[src/rtl/z80_io_responder_pkg.sv]
// rtl/z80_io_responder_pkg.sv - shared bus definitions for the Z80 I/O responder
// Purpose: FSM state encoding, Z80 pin-active levels and small helpers
//          (register slice position, IM2 vector shaping, port-byte extraction).
// Ports: none (package).
package z80_io_responder_pkg;

  typedef enum logic [1:0] {
    ST_IDLE = 2'd0,
    ST_WAIT = 2'd1,
    ST_ACT  = 2'd2,
    ST_INTA = 2'd3
  } state_t;

  // Z80 control pins are active low.
  localparam logic PIN_ON  = 1'b0;
  localparam logic PIN_OFF = 1'b1;

  // Bit position of register i inside the flattened reg_q bus.
  function automatic int reg_lsb(input int i);
    return 8 * i;
  endfunction

  // IM2 vectors must be even; bit 0 is always driven low.
  function automatic logic [7:0] inta_vector(input logic [7:0] vec);
    return {vec[7:1], 1'b0};
  endfunction

  // I/O cycles only decode the low address byte; the high byte carries
  // the accumulator or B register and is ignored.
  function automatic logic [7:0] port_of(input logic [15:0] addr);
    return addr[7:0];
  endfunction

endpackage

[src/rtl/z80_io_responder_wait_timer.sv]
// rtl/z80_io_responder_wait_timer.sv - 4-bit load/decrement wait-state counter
// Purpose: counts the remaining wait cycles of a matched I/O cycle; o_done
//          marks the last wait cycle so the FSM can release nWAIT.
// Ports:
//   clk         in  1  CPU clock
//   nRESET      in  1  synchronous active-low reset
//   i_load      in  1  load i_load_val (takes priority over i_dec)
//   i_load_val  in  4  wait-state count to load
//   i_dec       in  1  decrement by one (saturates at zero)
//   o_done      out 1  counter is at 1: this edge ends the wait
module z80_wait_timer (
  input  logic       clk,
  input  logic       nRESET,
  input  logic       i_load,
  input  logic [3:0] i_load_val,
  input  logic       i_dec,
  output logic       o_done
);

  logic [3:0] r_cnt;

  always_ff @(posedge clk) begin
    if (!nRESET) begin
      r_cnt <= 4'd0;
    end else if (i_load) begin
      r_cnt <= i_load_val;
    end else if (i_dec && (r_cnt != 4'd0)) begin
      r_cnt <= r_cnt - 4'd1;
    end
  end

  assign o_done = (r_cnt == 4'd1);

endmodule

[src/rtl/z80_io_responder.sv]
// rtl/z80_io_responder.sv - Z80 I/O bus target with register window, wait states and IM2 interrupt
// Purpose: answers CPU IN/OUT cycles at an aligned block of NREG ports, stretches
//          them with nWAIT, raises nINT on irq_req and returns an IM2 vector on
//          interrupt acknowledge.
// Ports:
//   clk, nRESET        CPU clock, synchronous active-low reset
//   A[15:0]            address bus (A[7:0] decoded)
//   D_in / D_out / D_oe data bus input, drive value, drive enable
//   nM1 nIORQ nRD nWR  CPU control strobes (active low)
//   nWAIT              0 = stretch current cycle
//   nINT               0 = interrupt requested
//   irq_req            1-clk user interrupt request pulse
//   reg_q[8*NREG-1:0]  flattened register contents, reg i at [8i+7:8i]
module z80_io_responder
  import z80_io_responder_pkg::*;
#(
  parameter logic [7:0] BASE_PORT   = 8'h40,
  parameter int         NREG        = 4,
  parameter int         WAIT_STATES = 2,
  parameter logic [7:0] IRQ_VEC     = 8'hE0,
  parameter logic [7:0] RESET_VAL   = 8'h00
) (
  input  logic              clk,
  input  logic              nRESET,
  input  logic [15:0]       A,
  input  logic [7:0]        D_in,
  output logic [7:0]        D_out,
  output logic              D_oe,
  input  logic              nM1,
  input  logic              nIORQ,
  input  logic              nRD,
  input  logic              nWR,
  output logic              nWAIT,
  output logic              nINT,
  input  logic              irq_req,
  output logic [8*NREG-1:0] reg_q
);

  localparam int         IDXW     = $clog2(NREG);
  localparam logic [7:0] WIN_MASK = ~8'(NREG - 1);
  localparam logic [3:0] WAIT_LD  = 4'(WAIT_STATES);

  state_t          r_state;
  logic [7:0]      r_regs [NREG];
  logic [IDXW-1:0] r_idx;
  logic            r_wrote;
  logic            r_pending;
  logic            r_doe;
  logic [7:0]      r_dout;
  logic            r_nwait;
  logic            r_nint;

  logic [7:0]      w_port;
  logic            w_match;
  logic            w_io_start;
  logic            w_ack_start;
  logic            w_inta_clear;
  logic            w_tmr_load;
  logic            w_tmr_dec;
  logic            w_tmr_done;

  assign w_port      = port_of(A);
  assign w_match     = (w_port & WIN_MASK) == (BASE_PORT & WIN_MASK);
  assign w_io_start  = (nIORQ == PIN_ON) && (nM1 == PIN_OFF) && w_match;
  // Acknowledges while nothing is pending belong to another daisy-chain device.
  assign w_ack_start = (nIORQ == PIN_ON) && (nM1 == PIN_ON) && r_pending;
  assign w_inta_clear = (r_state == ST_INTA) && (nIORQ == PIN_OFF);

  assign w_tmr_load = (r_state == ST_IDLE) && w_io_start;
  assign w_tmr_dec  = (r_state == ST_WAIT);

  z80_wait_timer u_wait_timer (
    .clk       (clk),
    .nRESET    (nRESET),
    .i_load    (w_tmr_load),
    .i_load_val(WAIT_LD),
    .i_dec     (w_tmr_dec),
    .o_done    (w_tmr_done)
  );

  always_ff @(posedge clk) begin
    if (!nRESET) begin
      r_state   <= ST_IDLE;
      r_idx     <= '0;
      r_wrote   <= 1'b0;
      r_pending <= 1'b0;
      r_doe     <= 1'b0;
      r_dout    <= 8'h00;
      r_nwait   <= 1'b1;
      r_nint    <= 1'b1;
      for (int i = 0; i < NREG; i++) begin
        r_regs[i] <= RESET_VAL;
      end
    end else begin
      // A request on the acknowledge-clearing edge wins so it is not lost.
      if (irq_req) begin
        r_pending <= 1'b1;
      end else if (w_inta_clear) begin
        r_pending <= 1'b0;
      end
      r_nint <= (w_inta_clear && !irq_req) ? 1'b1 : ~r_pending;

      case (r_state)
        ST_IDLE: begin
          r_doe <= 1'b0;
          if (w_io_start) begin
            // Latch the register index so address wobble mid-cycle is harmless.
            r_idx   <= w_port[IDXW-1:0];
            r_wrote <= 1'b0;
            if (WAIT_STATES > 0) begin
              r_state <= ST_WAIT;
              r_nwait <= 1'b0;
            end else begin
              r_state <= ST_ACT;
            end
          end else if (w_ack_start) begin
            r_state <= ST_INTA;
          end
        end

        ST_WAIT: begin
          if (nIORQ == PIN_OFF) begin
            r_state <= ST_IDLE;
            r_nwait <= 1'b1;
          end else if (w_tmr_done) begin
            r_state <= ST_ACT;
            r_nwait <= 1'b1;
          end
        end

        ST_ACT: begin
          if (nIORQ == PIN_OFF) begin
            r_state <= ST_IDLE;
            r_doe   <= 1'b0;
          end else if (nRD == PIN_ON) begin
            // Read has priority; a simultaneous nWR is a bus fault and is dropped.
            r_doe  <= 1'b1;
            r_dout <= r_regs[r_idx];
          end else if ((nWR == PIN_ON) && !r_wrote) begin
            r_regs[r_idx] <= D_in;
            r_wrote       <= 1'b1;
          end
        end

        ST_INTA: begin
          if (nIORQ == PIN_OFF) begin
            r_state <= ST_IDLE;
            r_doe   <= 1'b0;
          end else begin
            r_doe  <= 1'b1;
            r_dout <= inta_vector(IRQ_VEC);
          end
        end

        default: r_state <= ST_IDLE;
      endcase
    end
  end

  for (genvar g = 0; g < NREG; g++) begin : g_regq
    assign reg_q[reg_lsb(g) +: 8] = r_regs[g];
  end

  assign D_out = r_dout;
  assign D_oe  = r_doe;
  assign nWAIT = r_nwait;
  assign nINT  = r_nint;

endmodule

[config.mk]
export PLATFORM = sky130hd
export DESIGN_NAME = z80_io_responder
export DESIGN_NICKNAME = d
export VERILOG_FILES = /design/src/rtl/z80_io_responder_pkg.sv /design/src/rtl/z80_io_responder_wait_timer.sv /design/src/rtl/z80_io_responder.sv
export SDC_FILE = /design/constraint.sdc
export NUM_CORES = 1
export LEC_CHECK = 0
export CORE_ASPECT_RATIO = 0.8
export CORE_MARGIN = 3
export CORE_UTILIZATION = 48
export CTS_CLUSTER_SIZE = 10
export DETAILED_ROUTE_END_ITERATION = 12
export GPL_ROUTABILITY_DRIVEN = 0
export PLACE_DENSITY = 0.86
export SKIP_CTS_REPAIR_TIMING = 1
export SLEW_MARGIN = 0
export SYNTH_ARGS = -nofsm -noshare
export SYNTH_HDL_FRONTEND = slang
export SYNTH_HIERARCHICAL = 1
export SYNTH_SLANG_ARGS = --single-unit
[constraint.sdc]
create_clock -name clk -period 2.4 [get_ports clk]
set_input_delay 0.48 -clock clk [delete_from_list [all_inputs] [get_ports clk]]
set_output_delay 0.48 -clock clk [all_outputs]
set_load 0.005 [all_outputs]
==> metrics.cfg, run 1 <==
[layout]
n_antenna_cell=0
final_area_sq_um=3520
final_nets=334
syn_to_final_growth_pct=34.0
stdcell_count=359
nFillCells=368
layout-drive-gt1-share_pct=13.1
register_area_sq_um=1420
multi_input_area_sq_um=1110
finalCoreUtilization_pct=68.4

[timing]
fmax_ghz=0.499
setup_tns_ns=0
drv_slew=0
fin_crit_sh_pct=83.5
fin_worst_skew_ns=0.00839
rsz0062_at_grt=no
finalHoldViolations=0
fin_crit_ns=2.00
slew-limit-headroom_pct=62.8
fin_ws_ns=0.395
worstMarginPinSlew_ns=0.557
holdWs_ns=0.487
finalSetupViolCount=0

[placement]
dp_hpwl_um=4760
dpl-instance-area_sq_um=3410
dp.cells=351
place_ws_ns=0.0649
placement.io_buffers=65

[clocking]
cts-root-buf=clkbuf_8
cts_max_level=2
numCtsBuffers=5
clock_latency_ns=0.31
clkSinkCount=55
clk_pin_slew_ns=0.10
cts_tree=done
clockBufferDepth=2

[global_route]
grt_pass1_vias=2013
grt_pass1_wl_um=10200
grt.total_usage_pct=21.2
antenna_found_initial=0
grt_max_degree=20
overflow=0

[synth]
synth_area_sq_um=2630
ys_ff_latch=55
ys_warn_count=6
seq_area_frac_synth_pct=54.1
postSynthCellCount=218
synth.top_cell.area_share_pct=36.6
syn_avg_cell_area_sq_um=12.1
yosys.area.top_type=edfxtp_1
ys_top_cells_by_area=edfxtp_1 (37%), dfxtp_1 (18%), and2_1 (7.6%)
yosysUniqueCellTypes=45

[worst_setup_path]
crit_type=reg2reg
cp-end-kind=register
cp_cell_sequence=inv_1, ha_1, nand4bb_4, nor3_4, nor3b_4, nand2b_1
cpPeakStageDelay_ns=0.41
worst_ep_required_time_ns=2.37
crit_slowest_cell=nand2b_1
crit_arrival_ns=1.97
cp-start-kind=register
crit_path_max_fanout=8

[route]
via_count=1977
wl_per_cell_um=17.5
avgViaCountPerCell=5.51
drt-initial-drc-count=186
drt_first_pass_iters=4
final_antenna_net_count=0
drc=0
wl_um=6290

[pwr]
irDropWorstVdd_v=0.000411
powerDensity_nw_per_um2=642
leakage_nw=1.33
p_total_mw=2.26

[die]
start_util_pct=51.0
rows=23
die_area_sq_um=6410
fp.dieH_um=72.2
core_sq_um=5150
io-pin-count=74
fp.dieW_um=88.7

[worst_hold_path]
hold_class=reg2reg

[status]
status=complete, no violations

[run]
maxCapViolations=0

path summary, 6_finish.rpt:
check	start	endpoint	slack (ns)	depth (start not counted)
worst max-delay path	r_state[0]	r_regs[0][5]	0.40	6
worst min-delay path	r_pending	nINT	0.49	1
worst min register to register	r_pending	nINT	0.49	1
worst max register to register	r_state[0]	r_regs[0][5]	0.40	6
synth_stat cells, drive strengths merged:
library cell and number:
a2111o 2, nor4b 2, a22oi 5, nor3 5
a21boi 1, edfxtp 32, clkbuf 3, a211oi 1
a31o 1, o221a 1, nand2b 6, conb 2
and2 32, and3b 2, o21ai 6, a221oi 1
a31oi 2, nand3 5, mux2i 4, nor2 16
dfxtp 23, buf 7, ha 7, inv 10
o21bai 1, a21oi 7, nand4bb 1, o211ai 1
mux4 8, nor3b 2, a311oi 1, nand4 3
nand2 12, a21o 1, or3b 2, o31ai 1
nand4b 2
flip-flops by register name (all words and copies together), names as in the netlist, named ones only:
register / flops
r_regs: 32
D_out: 8
u_wait_timer/r_cnt: 4
r_idx: 2
r_state: 2
D_oe: 1
nINT: 1
nWAIT: 1
r_pending: 1
r_wrote: 1
worst max-delay path, delay by kind of cell (launching register included):
| family | cells | cell delay (ns) |
|---|---|---|
| adders and majority gates | 1 | 0.23 |
| buffers and inverters | 1 | 0.11 |
| DFF | 1 | 0.36 |
| and+or+nand+nor | 4 | 0.95 |
final cells by class:
type / instances / area share, %
clock inverters: 3 / 1.35
well taps: 62 / 2.20
multi-input cells: 145 / 31.6
repair buffers: 79 / 21.5
flip-flops and latches: 55 / 40.4
clock buffers: 5 / 1.95
inverters: 10 / 1.07
routing by layer:
metal	global-route usage, %	routed length [um]	up-vias
met5	0	0	-
met1	28.7	2730	953
met2	33.4	3030	78
li1	-	-	939
met3	6.81	475	7
met4	4.70	53	0
report_power, final:
group	leakage (nW)	internal (mW)	switching, mW
Combinational	0.758	0.261	0.264
Clock	0.0587	0.317	0.315
Sequential	0.517	1.06	0.0460
kinds of logic after synthesis:
| logic type | Yosys count | synth area share (%) |
|---|---|---|
| DFF | 55 | 54.1 |
| adders and majority gates | 7 | 3.33 |
| other | 2 | 0.286 |
| and+or+nand+nor | 90 | 21.4 |
| AOI/OAI and AO/OA | 32 | 8.71 |
| muxes | 12 | 8.38 |
| buffers and inverters | 20 | 3.85 |
layout by cell type, fill, tap and decap left out, types with 5 or more instances in the layout:
cell	instances
a21oi_1	7
a22oi_1	5
and2_1	32
buf_4	14
clkbuf_8	5
clkdlybuf4s50_1	65
dfxtp_1	23
edfxtp_1	32
ha_1	7
inv_1	9
mux4_2	8
nand2_1	12
nand2b_1	6
nand3_1	5
nor2_1	16
o21ai_0	5
Power figures use the tool's default switching activity.
==> run 2: changes to the inputs <==
clock period = 1.85 ns   (was 2.4 ns; I/O delays follow)
==> run 2 against run 1 <==
Effect of this change:
- via count increased by 0.96%
- global-route usage decreased by 0.69 points
- combinational power increased by 34%
- first-iteration DRC count decreased by 52%
- final area increased by 0.89%
- worst setup slack got worse by 0.31 ns
- critical path type unchanged
- highest routed layer unchanged
- hold slack got worse by 0.012 ns
- power increased by 25%
- critical endpoint is now r_regs[1][4]
- sequential power increased by 30%
==> metrics.cfg, run 2 (synthesis results as in run 1) <==
[worst_setup_path]
cp-end-kind=register
worst_ep_required_time_ns=1.85  ; -0.52 ns
crit_arrival_ns=1.76  ; -0.21 ns
cp_num_buf_inv=1  ; unchanged
cpPeakStageDelay_ns=0.36  ; -0.05 ns
crit_family=simple AND/OR/NAND/NOR gates
crit_path_max_fanout=8  ; unchanged
cp_cell_sequence=inv_2, ha_1, nand4bb_4, nor3_4, and3b_1, nand2b_2
crit_slowest_cell=dfxtp_2
r2r-start=r_state[0]
crit_type=reg2reg
cp-start-kind=register
crit_path_start=r_state[0]

[layout]
final_area_sq_um=3550  ; +0.89%
top_register=r_regs
register_area_sq_um=1420  ; about the same
final_nets=337  ; +0.90%
layout-drive-gt1-share_pct=16.0  ; +2.9 points
n_antenna_cell=0  ; unchanged
final_cell_mix=clkdlybuf4s50_1 (65), and2_1 (32), edfxtp_1 (32), dfxtp_1 (22), buf_4 (17)
multi_input_area_sq_um=1140  ; +2.7%
nFillCells=370  ; +0.54%
layout_commonest_cell=clkdlybuf4s50_1
largest_reg_flops=32  ; unchanged
syn_to_final_growth_pct=35.2

[timing]
fmax_ghz=0.568  ; +14%
drv_slew=0  ; unchanged
rsz0062_at_grt=no
fin_crit_sh_pct=95.2  ; +12 points
finalSetupViolCount=0  ; unchanged
fin_ws_ns=0.0884  ; -0.307 ns
fin_worst_skew_ns=0.00823  ; -0.000167 ns
finalHoldViolations=0  ; unchanged
setup_tns_ns=0  ; unchanged
fin_crit_ns=1.76  ; -0.243 ns

[die]
start_util_pct=51.0  ; unchanged
die_area_sq_um=6410  ; unchanged
rows=23  ; unchanged
io-pin-count=74  ; unchanged
fp.dieW_um=88.7  ; unchanged
fp.dieH_um=72.2  ; unchanged
core_sq_um=5150  ; unchanged

[status]
status=complete, no violations

[pwr]
intPower_mw=1.99  ; +22%
p_total_mw=2.82  ; +25%
p_comb_share_pct=24.9  ; +1.7 points
pwr-share-clk_pct=24.1  ; -3.8 points
sw_frac_of_total_pct=29.3  ; +1.7 points
powerDensity_nw_per_um2=794  ; +24%
irDropWorstVdd_v=0.000638  ; +55%
leakage_nw=1.34  ; +0.52%
switchingPower_mw=0.827  ; +32%
seq_power_share_pct=51.0  ; +2.1 points

[clocking]
cts_max_level=2  ; unchanged
clk_pin_slew_ns=0.10  ; about the same
clock_latency_ns=0.31  ; about the same
clockBufferDepth=2  ; unchanged
cts_tree=done
numCtsBuffers=5  ; unchanged
clkSinkCount=55  ; unchanged
cts-root-buf=clkbuf_8

[route]
final_antenna_net_count=0  ; unchanged
via_count=1996  ; +0.96%
drc=0  ; unchanged
wl_um=6260  ; -0.52%
wl_per_cell_um=17.3  ; -1.3%
drt_first_pass_iters=4  ; unchanged
drt-initial-drc-count=89  ; -52%
avgViaCountPerCell=5.51  ; +0.12%

[run]
maxCapViolations=0  ; unchanged

[placement]
dpl-instance-area_sq_um=3450  ; +1.2%
dp_hpwl_um=4740  ; -0.49%
placement.io_buffers=65  ; unchanged
place_ws_ns=-0.216  ; -0.281 ns

[global_route]
grt_pass1_vias=2101  ; +4.4%
grt_pass1_wl_um=10000  ; -2.0%
grt_max_degree=20  ; unchanged
antenna_found_initial=0  ; unchanged
overflow=0  ; unchanged
grt.total_usage_pct=20.5  ; -0.69 points

[worst_hold_path]
hp-start=r_pending
hold_class=reg2reg

[run 2: layout make-up]
| class | instances | area share (%) |
|---|---|---|
| clock buffer | 5 | 1.94 |
| clock inverter | 3 | 0.704 |
| inverter | 10 | 1.06 |
| multi-input combinational | 145 | 32.2 |
| sequential | 55 | 40.0 |
| tap | 62 | 2.18 |
| timing repair buffer | 82 | 21.9 |
[run 2: worst register-to-register path, delay by kind of cell (launching register included)]
family | cells | cell delay [ns]
fa+ha+maj | 1 | 0.22
buf+inv | 1 | 0.08
flops | 1 | 0.36
simple gates | 4 | 0.81
[run 2: metrics by stage]
step	util, %	std cells	hold slack (ns)
floorplan	-	220	0.423
global placement	66.9	354	0.445
detailed placement	66.9	354	0.455
CTS	68.7	362	0.478
global route	69.0	362	0.501
finish	69.0	362	0.475
[run 2: power by group through the flow]
stage	Clock [mW]	Combinational (mW)	Sequential, mW
floorplan	0	0.405	1.45
global placement	0	0.660	1.46
detailed placement	0	0.684	1.46
CTS	0.684	0.690	1.44
global route	0.722	0.767	1.45
finish	0.679	0.703	1.44
[run 2: worst paths after layout]
| path | end | cells past startpoint | slack [ns] |
|---|---|---|---|
| worst max-delay path | r_regs[1][4] | 6 | 0.09 |
| worst min register to register | nINT | 1 | 0.47 |
| worst max register to register | r_regs[1][4] | 6 | 0.09 |
| worst min-delay path | nINT | 1 | 0.47 |
[run 2: per-layer routing]
layer  part of all wire (%)  GRT usage [%]  routed length (um)
met1                     43           27.4                2720
met2                     47           33.4                2940
met3                    8.4           6.13                 528
met4                    1.0           4.03                  63
met5                      0              0                   0
==> run 3: changes to the inputs <==
SLEW_MARGIN = 20   (was 0)
==> results of run 3 <==
Final layout, timing and power as in run 2 (identical DEF).
